### src/rtl/ddr3_ui_arb.sv
// ddr3_ui_arb: round-robin two-port arbiter onto one MIG UI, with read-tag FIFO steering returned data.
module ddr3_ui_arb #(
  parameter int ADDR_WIDTH = 28,
  parameter int DATA_WIDTH = 256,
  parameter int MASK_WIDTH = DATA_WIDTH/8,
  parameter int TAG_DEPTH  = 16
) (
  input  logic                  clk,
  input  logic                  rst,
  input  logic                  init_calib_complete,
  input  logic                  p0_cmd_valid,
  output logic                  p0_cmd_ready,
  input  logic                  p0_cmd_rnw,
  input  logic [ADDR_WIDTH-1:0] p0_cmd_addr,
  input  logic [DATA_WIDTH-1:0] p0_wr_data,
  input  logic [MASK_WIDTH-1:0] p0_wr_mask,
  output logic                  p0_rd_valid,
  output logic [DATA_WIDTH-1:0] p0_rd_data,
  input  logic                  p1_cmd_valid,
  output logic                  p1_cmd_ready,
  input  logic                  p1_cmd_rnw,
  input  logic [ADDR_WIDTH-1:0] p1_cmd_addr,
  input  logic [DATA_WIDTH-1:0] p1_wr_data,
  input  logic [MASK_WIDTH-1:0] p1_wr_mask,
  output logic                  p1_rd_valid,
  output logic [DATA_WIDTH-1:0] p1_rd_data,
  output logic                  app_en,
  output logic [2:0]            app_cmd,
  output logic [ADDR_WIDTH-1:0] app_addr,
  input  logic                  app_rdy,
  output logic                  app_wdf_wren,
  output logic                  app_wdf_end,
  output logic [DATA_WIDTH-1:0] app_wdf_data,
  output logic [MASK_WIDTH-1:0] app_wdf_mask,
  input  logic                  app_wdf_rdy,
  input  logic [DATA_WIDTH-1:0] app_rd_data,
  input  logic                  app_rd_data_valid,
  output logic                  rd_err
);
  localparam int PW = $clog2(TAG_DEPTH);
  localparam int CW = PW + 1;
  typedef enum logic {IDLE, ISSUE} state_t;
  state_t state, state_n;
  logic last_grant, grant, lat_rnw, cmd_done_q, wd_done_q;
  logic [ADDR_WIDTH-1:0] lat_addr;
  logic [DATA_WIDTH-1:0] lat_data;
  logic [MASK_WIDTH-1:0] lat_mask;
  logic [CW-1:0] tag_count;
  logic [PW-1:0] wr_ptr, rd_ptr;
  logic tag_mem [TAG_DEPTH];
  logic issue, tag_full, elig0, elig1, take, gnt_id, done_now, push, pop, pop_id;
  assign issue    = state == ISSUE;
  assign tag_full = tag_count == CW'(TAG_DEPTH);
  assign elig0    = p0_cmd_valid & init_calib_complete & (!p0_cmd_rnw | !tag_full);
  assign elig1    = p1_cmd_valid & init_calib_complete & (!p1_cmd_rnw | !tag_full);
  assign take     = !issue & (elig0 | elig1);
  assign gnt_id   = (elig0 & elig1) ? !last_grant : elig1;
  assign app_en       = issue & !cmd_done_q;
  assign app_wdf_wren = issue & !lat_rnw & !wd_done_q;
  assign app_wdf_end  = app_wdf_wren;
  assign app_cmd      = {2'b00, lat_rnw};
  assign app_addr     = lat_addr;
  assign app_wdf_data = lat_data;
  assign app_wdf_mask = lat_mask;
  assign done_now     = issue & (cmd_done_q | app_rdy) & (lat_rnw | wd_done_q | app_wdf_rdy);
  assign p0_cmd_ready = done_now & !grant;
  assign p1_cmd_ready = done_now & grant;
  assign push   = app_en & app_rdy & lat_rnw;
  assign pop    = app_rd_data_valid & (tag_count != '0);
  assign pop_id = tag_mem[rd_ptr];
  always_comb begin
    state_n = issue ? (done_now ? IDLE : ISSUE) : (take ? ISSUE : IDLE);
  end
  always_ff @(posedge clk) begin
    if (rst) begin
      state      <= IDLE;
      last_grant <= 1'b1;
      grant      <= 1'b0;
      lat_rnw    <= 1'b0;
      lat_addr   <= '0;
      lat_data   <= '0;
      lat_mask   <= '0;
      cmd_done_q <= 1'b0;
      wd_done_q  <= 1'b0;
    end else begin
      state <= state_n;
      if (take) begin
        grant      <= gnt_id;
        last_grant <= gnt_id;
        lat_rnw    <= gnt_id ? p1_cmd_rnw  : p0_cmd_rnw;
        lat_addr   <= gnt_id ? p1_cmd_addr : p0_cmd_addr;
        lat_data   <= gnt_id ? p1_wr_data  : p0_wr_data;
        lat_mask   <= gnt_id ? p1_wr_mask  : p0_wr_mask;
        cmd_done_q <= 1'b0;
        wd_done_q  <= 1'b0;
      end else begin
        if (app_en & app_rdy) cmd_done_q <= 1'b1;
        if (app_wdf_wren & app_wdf_rdy) wd_done_q <= 1'b1;
      end
    end
  end
  always_ff @(posedge clk) begin
    if (push) tag_mem[wr_ptr] <= grant;
  end
  always_ff @(posedge clk) begin
    if (rst) begin
      wr_ptr      <= '0;
      rd_ptr      <= '0;
      tag_count   <= '0;
      rd_err      <= 1'b0;
      p0_rd_valid <= 1'b0;
      p1_rd_valid <= 1'b0;
      p0_rd_data  <= '0;
      p1_rd_data  <= '0;
    end else begin
      if (push) wr_ptr <= wr_ptr + PW'(1);
      if (pop) rd_ptr <= rd_ptr + PW'(1);
      tag_count   <= tag_count + CW'(push) - CW'(pop);
      rd_err      <= rd_err | (app_rd_data_valid & !pop);
      p0_rd_valid <= pop & !pop_id;
      p1_rd_valid <= pop & pop_id;
      if (pop & !pop_id) p0_rd_data <= app_rd_data;
      if (pop & pop_id) p1_rd_data <= app_rd_data;
    end
  end
endmodule
### config.mk
export PLATFORM = sky130hd
export DESIGN_NAME = ddr3_ui_arb
export DESIGN_NICKNAME = d
export VERILOG_FILES = /design/src/rtl/ddr3_ui_arb.sv
export SDC_FILE = /design/constraint.sdc
export NUM_CORES = 2
export LEC_CHECK = 0
export CORE_AREA = 3 3 682 684
export CTS_BUF_LIST = sky130_fd_sc_hd__clkbuf_8 sky130_fd_sc_hd__clkbuf_16
export DETAILED_ROUTE_END_ITERATION = 6
export DIE_AREA = 0 0 685 687
export PLACE_DENSITY = 0.36
export SLEW_MARGIN = 15
export SYNTH_ARGS = -nofsm -noshare
export SYNTH_HDL_FRONTEND = slang
export SYNTH_SLANG_ARGS = --single-unit
### constraint.sdc
create_clock -name clk -period 3.2 [get_ports clk]
set_clock_uncertainty 0.2 [all_clocks]
set_input_delay 0.48 -clock clk [delete_from_list [all_inputs] [get_ports clk]]
set_output_delay 0.48 -clock clk [all_outputs]
set_load 0.05 [all_outputs]
==> results list <==
- Xor/xnor cell area share of the yosys netlist: 0.00255
- Overflow left after global routing: 0
- In the global route stage, overall resource usage came out at 0.133.
* Top post-synthesis cells by area: sky130_fd_sc_hd__dfxtp_1 (50%), sky130_fd_sc_hd__mux2i_1 (9.3%), sky130_fd_sc_hd__o2bb2ai_1 (8.1%)
- Global-route wire length before repair: 412000 µm
* Number of enable flip-flop cells after synthesis: 16
- Clock-pin slew was measured on the worst setup and hold paths at 0.06 ns.
- FF-to-FF Start: tag_count[3]
- Tmin final: 3.09 ns
- In the global route stage, met3 resource usage came out at 0.0519.
* Die Outline Area: 471000 µm²
* Number of distinct library cells after synthesis: 40
* Overall power after layout: 47.9 mW
- Post-synth top area share: 0.497
- Period Utilization, post-route: 0.967
- Portion of the post-synthesis area used by sequential elements: 0.511
* Via total after detailed routing: 37000
- Number of hold violations in the final report: 0
- After detailed placement, the total cell area comes to 59300 µm².
- Largest vdd supply drop: 0.465 mV
- Leakage power: 23.1 nW
* Largest stage delay on the critical path: 0.57 ns
* Antenna-violating nets left: 0
* Library cell contributing the largest single delay on the critical path: sky130_fd_sc_hd__dlygate4sd3_1
- The compound-cell area share of the yosys netlist came to 0.234.
- Simple-gate share of the synthesized area: 0.102
- The most used flip-flop cell after synthesis is sky130_fd_sc_hd__dfxtp_1.
* Initial antenna violation count: 180
- For met2 alone, demand over resource in global routing was 0.238.
- Crit path launch type: primary input
- Most instantiated cells after synthesis: sky130_fd_sc_hd__dfxtp_1 (854), sky130_fd_sc_hd__nand2_1 (525), sky130_fd_sc_hd__a21oi_1 (521)
- Setup violations remaining at the end of the flow were counted as 0.
- Post-DR wirelength/cell: 27.3 µm
- The portion of synthesized area spent on multiplexers is 0.0952.
* Cell count after synthesis: 3514
* Final design utilization: 0.148
- Worst Setup SP: app_wdf_rdy
* Reported max-cap violation count: 0
- Setup WS post-layout: 0.105 ns
* Max Fclk: 0.323 GHz
- Largest net degree at the start of global routing: 151
- Run status: completed
- Hold Crit Class: in2reg
- 1737 I/O pins were placed.
- WP data arrival: 2.41 ns
- Clock latency on the worst-skew pair, taken at its later pin, is 0.84 ns.
- The clock passes through at most 4 buffers.
- The worst register-to-register path has a depth of 11.
- In the post-synthesis netlist, the cell with the most instances is sky130_fd_sc_hd__dfxtp_1.
* Cell chain of the critical path: dlygate4sd3_1, clkdlybuf4s50_1, or3_1, o211ai_1, nor2_1, buf_4, buf_12
- Number of global-route vias before repair: 37900
- TritonCTS built the clock tree.
* Finished Cell Area: 68200 µm²
- Final slew viol count: 0
* Number of flip-flops and latches in the synthesized netlist: 870
* Power per standard cell area: 702 nW/µm²
- For the pin with the worst max-slew slack, the measured transition is 1.00 ns.
- Internal reg-to-reg setup slack: 0.13 ns
- Of the cells placed in the final design, the portion with a size suffix greater than 1 is 0.0890.
- Detailed Place HPWL: 277000 µm
* Number of remaining DRC errors: 0
* Setup crit end: p1_cmd_ready
- In this run the core area contains 249 standard-cell rows.
- Final GP Congestion: 0.975
- Port buffering added 1734 buffers.
- Effective utilization at floorplan: 0.0749
- Maximum net fanout on the critical path: 2
- Detailed-router iteration count before antenna repair: 5
* Worst slew margin relative to its limit: 0.328
- CTS Sinks: 870
- Of all flip-flops after synthesis, the portion carrying an async set or reset was 0.
- Dominant combinational cell family by area after synthesis: compound AO/OA/AOI/OAI gates
- In the global route stage, met1 resource usage came out at 0.139.
* Biggest area consumer among synthesized cells: sky130_fd_sc_hd__dfxtp_1
- Yosys synthesis warning count: 0
- Mean instance size in the synthesized netlist: 9.79 µm²
- STA puts the critical path data required time at 2.52 ns.
* Crit Path Class: in2out
- Width of the die: 685 µm
* Fin nets: 6563
- The H-tree generated during clock tree synthesis spans 3 levels.
- Capturing element type of the critical path: output port
- In this run, the number of DRC markers left after iteration 0 of detailed routing was 2189.
- After filler insertion, the fill cell instance count of the layout stands at 51700.
* Area growth syn-to-layout: 98.3%
- Post-Synth Adder-Cell Area: 0.00458
* Floorplan Core Area: 460000 µm²
* Wire length after detailed routing: 327000 µm
- The number of setup buffers added after CTS is 0.
- In this run the cell area of the synthesized design comes to 34400 µm².
- Overall die height: 687 µm
* Final worst hold slack: 0.103 ns
- Before CTS, the worst setup slack after placement is -0.307 ns.
- Capture instance of the worst register-to-register path: app_addr[18]
- The number of clock buffers added by TritonCTS is 120.
- Via density per instance: 3.09
- RSZ-0062 raised after global routing: yes
* Layer with the highest usage after global routing: met2
- The root buffer cell chosen for the clock tree is sky130_fd_sc_hd__clkbuf_16.
-- placed cells by master (no fill, tap or decap), types with 2 or more instances in the layout --
cell | netlist | routed
sky130_fd_sc_hd__inv_1 | 11 | 31
sky130_fd_sc_hd__a21oi_1 | 521 | 519
sky130_fd_sc_hd__edfxtp_1 | 16 | 16
sky130_fd_sc_hd__xor2_1 | 5 | 5
sky130_fd_sc_hd__dlygate4sd3_1 | 0 | 456
sky130_fd_sc_hd__nand2b_1 | 5 | 4
sky130_fd_sc_hd__clkbuf_8 | 0 | 25
sky130_fd_sc_hd__bufinv_16 | 0 | 14
sky130_fd_sc_hd__o2bb2ai_1 | 317 | 317
sky130_fd_sc_hd__nor2_1 | 33 | 33
sky130_fd_sc_hd__o21ai_0 | 3 | 2
sky130_fd_sc_hd__nor3_1 | 6 | 6
sky130_fd_sc_hd__a21bo_1 | 256 | 256
sky130_fd_sc_hd__clkinv_2 | 0 | 22
sky130_fd_sc_hd__diode_2 | 0 | 53
sky130_fd_sc_hd__buf_4 | 26 | 247
sky130_fd_sc_hd__inv_6 | 0 | 2
sky130_fd_sc_hd__nand2_1 | 525 | 525
sky130_fd_sc_hd__clkbuf_16 | 0 | 120
sky130_fd_sc_hd__nand4_1 | 2 | 2
sky130_fd_sc_hd__dlygate4sd2_1 | 0 | 8
sky130_fd_sc_hd__buf_6 | 23 | 3
sky130_fd_sc_hd__nand3_1 | 256 | 256
sky130_fd_sc_hd__clkinv_8 | 0 | 2
sky130_fd_sc_hd__clkinvlp_4 | 0 | 5
sky130_fd_sc_hd__a21oi_2 | 0 | 2
sky130_fd_sc_hd__dfxtp_1 | 854 | 853
sky130_fd_sc_hd__clkdlybuf4s50_1 | 0 | 1603
sky130_fd_sc_hd__inv_8 | 0 | 2
sky130_fd_sc_hd__clkinv_4 | 0 | 5
sky130_fd_sc_hd__xnor2_1 | 5 | 5
sky130_fd_sc_hd__conb_1 | 1 | 2
sky130_fd_sc_hd__nor2b_1 | 4 | 2
sky130_fd_sc_hd__o221ai_1 | 3 | 2
sky130_fd_sc_hd__mux2i_1 | 318 | 317
sky130_fd_sc_hd__mux4_2 | 2 | 2
sky130_fd_sc_hd__buf_12 | 0 | 41
sky130_fd_sc_hd__mux2_2 | 4 | 4
sky130_fd_sc_hd__ha_1 | 11 | 11
-- worst min path at each step --
stage | start | end | slack [ns] | depth (start not counted)
finish | rst | grant | 0.10 | 4
global route | app_rd_data[159] | p0_rd_data[159] | 0.04 | 3
CTS | p0_wr_data[231] | app_wdf_data[231] | 0.00008 | 3
detailed placement | app_wdf_data[84] | app_wdf_data[84] | 0.25 | 1
global placement | p0_rd_data[175] | p0_rd_data[175] | 0.24 | 2
floorplan | last_grant | last_grant | 0.25 | 1
-- through the flow --
stage          cells  setup TNS [ns]
2_1_floorplan   3515               0
3_3_place_gp   11200          -0.834
4_1_cts        11900               0
6_report       12000               0
3_5_place_dp   11200          -0.467
5_1_grt        11900        -0.00184
-- state kept, by name (all words and copies together) (netlist names), 4 cells and up, named ones only --
signal	flops
p1_rd_data	256
rd_ptr	4
wr_ptr	4
app_wdf_mask	32
app_addr	28
tag_mem	16
tag_count	5
p0_rd_data	256
app_wdf_data	256
-- power by group --
part,total (mW),internal [mW],leakage [nW],switching (mW)
Combinational,19.8,6.46,13.8,13.4
Sequential,13.7,12.5,7.13,1.19
Clock,14.3,8.53,2.12,5.80
Total,47.9,27.5,23.1,20.4
-- routing by layer --
metal,up-vias,share of wire
li1,16900,-
met2,1590,0.50
met3,488,0.087
met1,17900,0.36
met5,-,0.0022
met4,108,0.045
-- kinds of logic (layout without fill, tap and decap cells) --
group	count (synthesis)	in the layout
AO/OA/AOI/OAI	1106	1106
XOR/XNOR	10	10
adder cells (fa/ha/maj)	12	12
buffers and inverters	355	2590
flip-flops	870	870
multiplexers	324	324
other	1	55
AND/OR/NAND/NOR	836	836
-- worst max-delay path: cells and delay by family --
kind                   cells  cell delay [ns]
AOI/OAI and AO/OA          1             0.13
buffers and inverters      4             1.35
and+or+nand+nor            2             0.39
-- cell type report --
cell class,instances,area [µm²],share of cell area
Clock buffer,145,3350,0.0491
Antenna cell,53,133,0.00194
Clock inverter,74,802,0.0118
Sequential cell,870,17600,0.258
Tap cell,6149,7690,0.113
Multi-Input combinational cell,2290,15200,0.223
Timing Repair Buffer,2359,23400,0.343
Inverter,12,52.6,0.000771
-- repair_timing --
item                                    CTS  global route
gates resized for setup                  13             8
hold endpoints to repair                556             0
endpoints found under the setup margin   11            48
hold buffers                            456             0
pin swaps                                 0             1
(Power assumes the default switching activity.)
